[src/rtl/alu_control_block.sv]
// ---------------------------------------------------------------------------
// alu_control_block
//
// Purpose:
//   Translates the main-control operation class (ALUOp), the R-type funct
//   field and the instruction opcode into a 4-bit ALU operation select.
//   It also produces a jump-register indicator. Both outputs are registered,
//   so the decode of the inputs sampled at a rising edge appears one cycle
//   later.
//
// Ports:
//   clk         in   1  rising-edge clock
//   reset       in   1  synchronous active-high reset (ALUControl=ADD, JR=0)
//   ALUOp       in   2  00 R-type, 01 branch, 10 load/store, 11 I-type ALU
//   Function    in   6  R-type funct field, instruction bits [5:0]
//   Opcode      in   6  instruction opcode, bits [31:26]
//   ALUControl  out  4  registered ALU operation select
//   JRControl   out  1  registered jump-register indicator
// ---------------------------------------------------------------------------
module alu_control_block (
    input  logic       clk,
    input  logic       reset,
    input  logic [1:0] ALUOp,
    input  logic [5:0] Function,
    input  logic [5:0] Opcode,
    output logic [3:0] ALUControl,
    output logic       JRControl
);

    // ALU operation encodings
    localparam logic [3:0] ALU_AND  = 4'b0000;
    localparam logic [3:0] ALU_OR   = 4'b0001;
    localparam logic [3:0] ALU_ADD  = 4'b0010;
    localparam logic [3:0] ALU_XOR  = 4'b0011;
    localparam logic [3:0] ALU_SLL  = 4'b0100;
    localparam logic [3:0] ALU_SRL  = 4'b0101;
    localparam logic [3:0] ALU_SUB  = 4'b0110;
    localparam logic [3:0] ALU_SLT  = 4'b0111;
    localparam logic [3:0] ALU_SLTU = 4'b1000;
    localparam logic [3:0] ALU_LUI  = 4'b1001;
    localparam logic [3:0] ALU_NOR  = 4'b1100;
    localparam logic [3:0] ALU_SRA  = 4'b1101;

    logic [3:0] w_alu_control;
    logic       w_jr_control;
    logic [3:0] r_alu_control;
    logic       r_jr_control;

    // Funct decode for R-type instructions. JR (funct 8) uses the adder,
    // so anything unrecognised also falls back to ADD.
    function automatic logic [3:0] decode_funct(input logic [5:0] funct);
        logic [3:0] code;
        case (funct)
            6'd32, 6'd33: code = ALU_ADD;
            6'd34, 6'd35: code = ALU_SUB;
            6'd36:        code = ALU_AND;
            6'd37:        code = ALU_OR;
            6'd38:        code = ALU_XOR;
            6'd39:        code = ALU_NOR;
            6'd42:        code = ALU_SLT;
            6'd43:        code = ALU_SLTU;
            6'd0:         code = ALU_SLL;
            6'd2:         code = ALU_SRL;
            6'd3:         code = ALU_SRA;
            6'd8:         code = ALU_ADD;
            default:      code = ALU_ADD;
        endcase
        return code;
    endfunction

    // Opcode decode for I-type ALU instructions.
    function automatic logic [3:0] decode_opcode(input logic [5:0] opc);
        logic [3:0] code;
        case (opc)
            6'd8, 6'd9: code = ALU_ADD;
            6'd10:      code = ALU_SLT;
            6'd11:      code = ALU_SLTU;
            6'd12:      code = ALU_AND;
            6'd13:      code = ALU_OR;
            6'd14:      code = ALU_XOR;
            6'd15:      code = ALU_LUI;
            default:    code = ALU_ADD;
        endcase
        return code;
    endfunction

    always_comb begin
        w_alu_control = ALU_ADD;
        w_jr_control  = 1'b0;
        case (ALUOp)
            2'b00: begin
                w_alu_control = decode_funct(Function);
                w_jr_control  = (Function == 6'd8);
            end
            2'b01:   w_alu_control = ALU_SUB;
            2'b10:   w_alu_control = ALU_ADD;
            2'b11:   w_alu_control = decode_opcode(Opcode);
            default: w_alu_control = ALU_ADD;
        endcase
    end

    always_ff @(posedge clk) begin
        if (reset) begin
            r_alu_control <= ALU_ADD;
            r_jr_control  <= 1'b0;
        end else begin
            r_alu_control <= w_alu_control;
            r_jr_control  <= w_jr_control;
        end
    end

    assign ALUControl = r_alu_control;
    assign JRControl  = r_jr_control;

endmodule

[config.mk]
export PLATFORM = sky130hd
export DESIGN_NAME = alu_control_block
export DESIGN_NICKNAME = d
export VERILOG_FILES = /design/src/rtl/alu_control_block.sv
export SDC_FILE = /design/constraint.sdc
export NUM_CORES = 1
export LEC_CHECK = 0
export CORE_AREA = 10 10 47 49
export CTS_CLUSTER_DIAMETER = 80
export DETAILED_ROUTE_END_ITERATION = 6
export DIE_AREA = 0 0 57 59
export GPL_ROUTABILITY_DRIVEN = 0
export GPL_TIMING_DRIVEN = 0
export HOLD_SLACK_MARGIN = 0.02
export PLACE_DENSITY = 0.73
export SKIP_LAST_GASP = 1
export SYNTH_ARGS = -nofsm -noshare
export SYNTH_HDL_FRONTEND = slang
export SYNTH_SLANG_ARGS = --single-unit
[constraint.sdc]
create_clock -name clk -period 2.1 [get_ports clk]
set_input_delay 0.42 -clock clk [delete_from_list [all_inputs] [get_ports clk]]
set_output_delay 0.42 -clock clk [all_outputs]
set_load 0.03 [all_outputs]
After elaboration in Yosys (flattened, before gate mapping)
Memory sizes are Yosys's and may differ from the RTL's.
Index checks and enable logic that the tools add are counted.
Storage, ports and cells
  bits in registers: 5
  bits in latches: 0
  bits in writable memories: 0
  bits in read-only memories: 320
  bits of input ports: 16
  output and inout bits: 5
  word-level logic and storage cells: 14
  memories: 2
Operators by class
  add/sub/neg operators: 0
  $mul: 0
  div/mod/pow operators: 0
  magnitude comparators: 0
  eq/ne operators: 4
  shift-type cells: 0
  multiplexer cells: 2
  bitwise operators: 1
  reduce and logical (&&, ||, !) cells: 3
Memory list
  (name not given): words 64, width 4, read ports 1, clocked after Yosys merged registers in 0, write ports 0, RTL line 53  | case (funct)
  (name not given): words 16, width 4, read ports 1, clocked after Yosys merged registers in 0, write ports 0, RTL line 74  | case (opc)
Operator list (count)
  $pmux 4 s4: 1
  $eq 6x4->1 const B: 1
  $eq 2x2->1 const B: 2
  $logic_not 2->1: 2
  $mux 4: 1
  $eq 2x1->1 const B: 1
  $reduce_or 2->1: 1
  $not 1->1: 1

Longest topological paths before layout
Gate-level depths: netlist of run 1.
  word-level depth: 3
  mapped depth: 6
  mapped depth without buffers: 6

Worst setup path after synthesis of run 1
Ideal clock, no wire load.
  path kind: input to register
  start: input Function[5]
  end: register r_alu_control[1], in the netlist ALUControl[1]
  library setup time: 122 ps
  arrival time: 1229 ps
  data required time: 1978 ps
  slack: 749 ps
  stages: 5
  buffers on the path: 1
  path through: buf_6 or3_4 nor3_4 a31oi_1 o32a_1
Between the ends
  longest elaborated chain between the ends: 2
RTL lines
  start, declared: RTL line 24  | input logic [5:0] Function,
  $mem_v2 64x4
  $pmux 4 s4: RTL line 90  | case (ALUOp)
  end signal, assigned: RTL line 107  | r_alu_control <= w_alu_control;
  end, declared: RTL line 46  | logic [3:0] r_alu_control;
No other way between the ends.
A chain may end at the register's enable or synchronous reset.

Final worst setup path of run 1
  start: register r_alu_control[1], in the netlist ALUControl[1]
  end: output ALUControl[1]
RTL lines
  end, declared: RTL line 26  | output logic [3:0] ALUControl,
No word-level cell between the ends.

==> flow_metrics.tcl, run 1 <==
set metrics [dict create \
    status "finished, final reports clean" \
    diodes 0 \
    wl_per_cell_um 12.70 \
    path_clk_slew_ps 40 \
    worst_pin_slew_ps 353.7 \
    grtUsageTotal_pct 7.242 \
    synth_xor_area_share_pct 0 \
    die_area_sq_um 3363 \
    worst-path-buf-inv 1 \
    fin_setup_tns_ps 0 \
    min_path_type "input port to flip-flop" \
    ir_drop_mv 0.1372 \
    synth_adder_area_share_pct 11.80 \
    synth_mux_area_share_pct 7.080 \
    ioPinCount 21 \
    p_leak_nw 0.2478 \
    initial_utilization_pct 30.27 \
    grt_start_max_net_pins 9 \
    synth_top_family_by_area "simple AND/OR/NAND/NOR gates" \
    nNetsFinal 92 \
    netlist_area_sq_um 424.2 \
    overflow 0 \
    ant_nets 0 \
    yosysUniqueCellTypes 25 \
    core_area_sq_um 1401 \
    dpl_worst_slack_ps 245.6 \
    clk_path_buf_depth 2 \
    place_area_sq_um 624.3 \
    die_w_um 57 \
    cts_root_buf "clkbuf_4" \
    via_per_inst 4.897 \
    synthSimpleGateAreaFrac_pct 29.20 \
    grt_pass1_vias 456 \
    stdcell_count 87 \
    powerDensity_nw_per_um2 444.0 \
    maxClockFrequency_mhz 613.8 \
    cts_max_level 1 \
    fin_ws_ps 470.8 \
    worst-path-stages 1 \
    portBuffers 18 \
    max_stage_delay_ps 660 \
    area_growth_pct 53.39 \
    hold_depth 3 \
    drive_above_1_share_pct 11.27 \
    clkSinkCount 5 \
    hold_viol 0 \
    ctsHoldBuffers 0 \
    avgSynthCellArea_sq_um 8.656 \
    yosys_warnings 0 \
    fin_crit_sh_pct 77.58 \
    synth_seq_cells 5 \
    cp.arrival_ps 1210 \
    antenna_found_initial 0 \
    drt_pass1_iterations 2 \
    slew-limit-headroom_pct 76.24 \
    cp-start-kind "flip-flop" \
    crit_path_end_kind "output pin" \
    yosysSeqAreaShare_pct 23.60 \
    setup_violations 0 \
    drc 0 \
    syn_nets 69 \
    cts_setup_buffers 0 \
    cts_made_buffers 3 \
    slowest_stage "clkdlybuf4s50_1" \
    required_ps 1680 \
    synth_edf_count 0 \
    finalPower_mw 0.2889 \
    cts-resized-gates 0 \
    synthCells 49 \
    num_vias 426 \
    synth_flop_cell "dfxtp_1" \
    drv_slew 0 \
    critPathKind "flip-flop to output pin" \
    drt_iter0_drc 5 \
    grt_setup_unrepaired "false" \
    critPathMaxFanout 1 \
    grt_pass1_wl_mm 1.966 \
    die_h_um 59 \
    synth_compound_area_share_pct 19.47 \
    dp_cells 83 \
    critPathTopFamily "buffers and inverters" \
    drt-total-wl_mm 1.105 \
    dpl.hpwl_um 971.3 \
    cp_cell_sequence "clkdlybuf4s50_1" \
    cts_tree "yes" \
    rows 14 \
    fin_area_sq_um 650.6 \
    max_cap_viol_count 0 \
    ys_async_sr_fraction_pct 0 \
    fin_crit_ps 1629 \
]
## area by class of cell
class | instances | area, sq um
Clock buffer | 4 | 26.28
Buffer | 2 | 22.52
Timing Repair Buffer | 18 | 180.2
Tap cell | 16 | 20.02
Sequential cell | 5 | 100.1
Inverter | 4 | 15.01
Multi-Input combinational cell | 38 | 286.5
Fill cell | 159 | 750.7
## through the flow
step	util [%]	hold slack, ps
after floorplan	-	489.1
final	46.43	430.8
after detailed placement	44.55	683.9
after global routing	46.43	444.6
after CTS	46.43	423.5
after global placement	44.55	684.4
## synth_stat cells, drive strengths merged (2+ instances only)
| master | n | area, sq um |
|---|---|---|
| a31oi | 2 | 12.51 |
| buf | 2 | 22.52 |
| dfxtp | 5 | 100.1 |
| ha | 4 | 50.05 |
| inv | 4 | 15.01 |
| mux2i | 3 | 30.03 |
| nand2 | 5 | 18.77 |
| nand2b | 3 | 18.77 |
| nand3 | 3 | 15.01 |
| nor3 | 4 | 36.29 |
| o22ai | 2 | 12.51 |
| or3 | 2 | 17.52 |
## layer usage
layer | GRT usage [%] | vias up | share of wire, % | wire [um]
met5 | 0 | - | 0 | 0
met4 | 5.034 | 0 | 0 | 0
met3 | 3.219 | 0 | 7.3 | 81
met2 | 12.56 | 13 | 51 | 565
met1 | 6.715 | 188 | 42 | 459
li1 | - | 225 | - | -
## where the power goes
| group | internal (mW) | total [mW] | switching [mW] |
|---|---|---|---|
| Combinational | 0.0445 | 0.0803 | 0.0358 |
| Clock | 0.0718 | 0.111 | 0.0393 |
| Sequential | 0.0970 | 0.0975 | 0.000434 |
| Total | 0.213 | 0.289 | 0.0755 |
## flip-flops by register name (all words and copies together), names as in the netlist
signal and cells:
JRControl 1, ALUControl 4
## worst paths after layout
check / end / start
max: ALUControl[1] / ALUControl[1]
min: JRControl / Function[3]
## kinds of logic (layout without fill, tap and decap cells)
family                     count (synthesis)  count (layout)
and+or+nand+nor                           20              20
buffers and inverters                      6              28
adders and majority gates                  4               4
AOI/OAI and AO/OA                         11              11
muxes                                      3               3
DFF                                        5               5
## layout by cell type, fill, tap and decap left out
cell type and instances:
clkdlybuf4s50_1 18, nor3_4 1, o22a_1 1, nand2_1 5
dfxtp_1 5, clkbuf_1 1, o32a_1 1, nand4_1 1
or3_4 1, o31a_1 1, inv_1 4, mux2i_1 3
ha_1 4, o22ai_1 2, o21bai_1 1, nor3_1 2
a21oi_1 1, o32ai_1 1, nand3_1 3, a31oi_1 2
buf_6 2, nor3_2 1, nor3b_1 1, or3_1 1
nand2b_1 3, clkbuf_4 3, o2111ai_1 1, nor2_1 1
(Power assumes the default switching activity.)
==> run 2, diff against run 1 <==
Clock period 2.1 ns to 1.5 ns, I/O delays scaled along.
==> run 2 against run 1 <==
Highest routed layer unchanged. Cell area rose by 0.19%. Utilization grew 0.089 points. Power up 39%. Largest cell class unchanged.
==> flow_metrics.tcl, run 2 (synthesis results as in run 1) <==
set metrics [dict create \
    status "finished, final reports clean" \
    grt_pass1_wl_mm 1.966 \
    cts_root_buf "clkbuf_4" \
    grtUsageTotal_pct 7.242 \
    die_area_sq_um 3363 \
    drv_slew 0 \
    ioPinCount 21 \
    drt_iter0_drc 4 \
    cts_setup_buffers 0 \
    slew-limit-headroom_pct 77.08 \
    setup_violations 0 \
    die_h_um 59 \
    grt_setup_unrepaired "false" \
    clk_path_buf_depth 2 \
    required_ps 1630 \
    maxClockFrequency_mhz 706.2 \
    multi_input_area_sq_um 289.0 \
    largest_reg_flops 4 \
    cts_made_buffers 3 \
    combPwrFrac_pct 27.4 \
    p_int_mw 0.2965 \
    cts_max_level 1 \
    critPathMaxFanout 3 \
    critPathKind "input port to flip-flop" \
    antenna_found_initial 0 \
    layout_common_cells "clkdlybuf4s50_1, dfxtp_1, nand2_1, dlygate4sd2_1, inv_1" \
    worst_pin_slew_ps 341.2 \
    fin_area_sq_um 651.9 \
    area_growth_pct 53.69 \
    place_area_sq_um 624.3 \
    wl_per_cell_um 12.71 \
    drive_above_1_share_pct 12.68 \
    grt_pass1_vias 456 \
    via_per_inst 4.851 \
    drc 0 \
    dp_cells 83 \
    overflow 0 \
    portBuffers 18 \
    powerDensity_nw_per_um2 617.1 \
    cp.arrival_ps 1540 \
    min_path_type "input port to flip-flop" \
    ir_drop_mv 0.1877 \
    path_clk_slew_ps 40 \
    p_leak_nw 0.2807 \
    cp-start-kind "input port" \
    max_cap_viol_count 0 \
    drt_pass1_iterations 4 \
    fill_cells 164 \
    pwr-share-seq_pct 33.9 \
    crit_path_end_kind "flip-flop" \
    fin_setup_tns_ps 0 \
    num_vias 422 \
    fin_crit_ps 1416 \
    rows 14 \
    initial_utilization_pct 30.27 \
    seqCellArea_sq_um 100.1 \
    fin_crit_sh_pct 94.41 \
    dpl.hpwl_um 971.3 \
    core_area_sq_um 1401 \
    clkSinkCount 5 \
    stdcell_count 87 \
    final_common_cell "clkdlybuf4s50_1" \
    cts_tree "yes" \
    die_w_um 57 \
    ant_nets 0 \
    p_clk_share_pct 38.7 \
    grt_start_max_net_pins 9 \
    nNetsFinal 92 \
    diodes 0 \
    p_sw_mw 0.1058 \
    drt-total-wl_mm 1.106 \
    hold_viol 0 \
    swShare_pct 26.30 \
]
-- run 2: layout make-up --
type	instances	area share (%)
plain buffers	2	3.455
clock buffers	4	4.031
repair buffers	18	27.45
multi-input cells	38	44.34
inverters	4	2.303
well taps	16	3.071
flip-flops and latches	5	15.36
-- run 2: repair_timing --
action                     in CTS  in global routing
gates resized for setup         5                  3
hold endpoints to repair        0                  0
pin swaps                       0                  1
hold buffers                    0                  0
setup endpoints to repair       5                  3
-- run 2: power by group through the flow --
stage	clock, mW	combinational [mW]	sequential, mW
final	0.156	0.110	0.136
after global routing	0.175	0.122	0.136
after CTS	0.161	0.111	0.136
after detailed placement	0	0.113	0.139
after global placement	0	0.111	0.139
after floorplan	0	0.0494	0.144
-- run 2: path summary, 6_finish.rpt --
check	depth (start not counted)	to	startpoint	slack (ps)
worst max-delay path	6	ALUControl[1]	Function[0]	80
worst min-delay path	3	JRControl	Function[3]	310
-- run 2: through the flow --
step / setup WS [ps] / power (mW) / util [%] / hold WS [ps]
3_3_place_gp: -229.0 / 0.2496 / 44.55 / 564.4
4_1_cts: 18.53 / 0.4090 / 45.98 / 303.5
2_1_floorplan: 269.4 / 0.1933 / - / 369.1
5_1_grt: 12.96 / 0.4337 / 46.52 / 324.5
6_report: 83.89 / 0.4022 / 46.52 / 310.5
3_5_place_dp: -234.4 / 0.2515 / 44.55 / 563.9
-- run 2: worst max-delay path, stage by stage --
cell             delay [ps]
clkdlybuf4s50_1         510
inv_1                    80
ha_2                    200
o22ai_1                 170
a31oi_1                 110
o32a_1                  170
-- run 2: routing by layer --
metal / routed length (um) / vias to the layer above / GRT usage [%]
met1: 455 / 183 / 6.715
li1: - / 226 / -
met4: 0 / 0 / 5.034
met5: 0 / - / 0
met3: 82 / 0 / 3.219
met2: 568 / 13 / 12.56
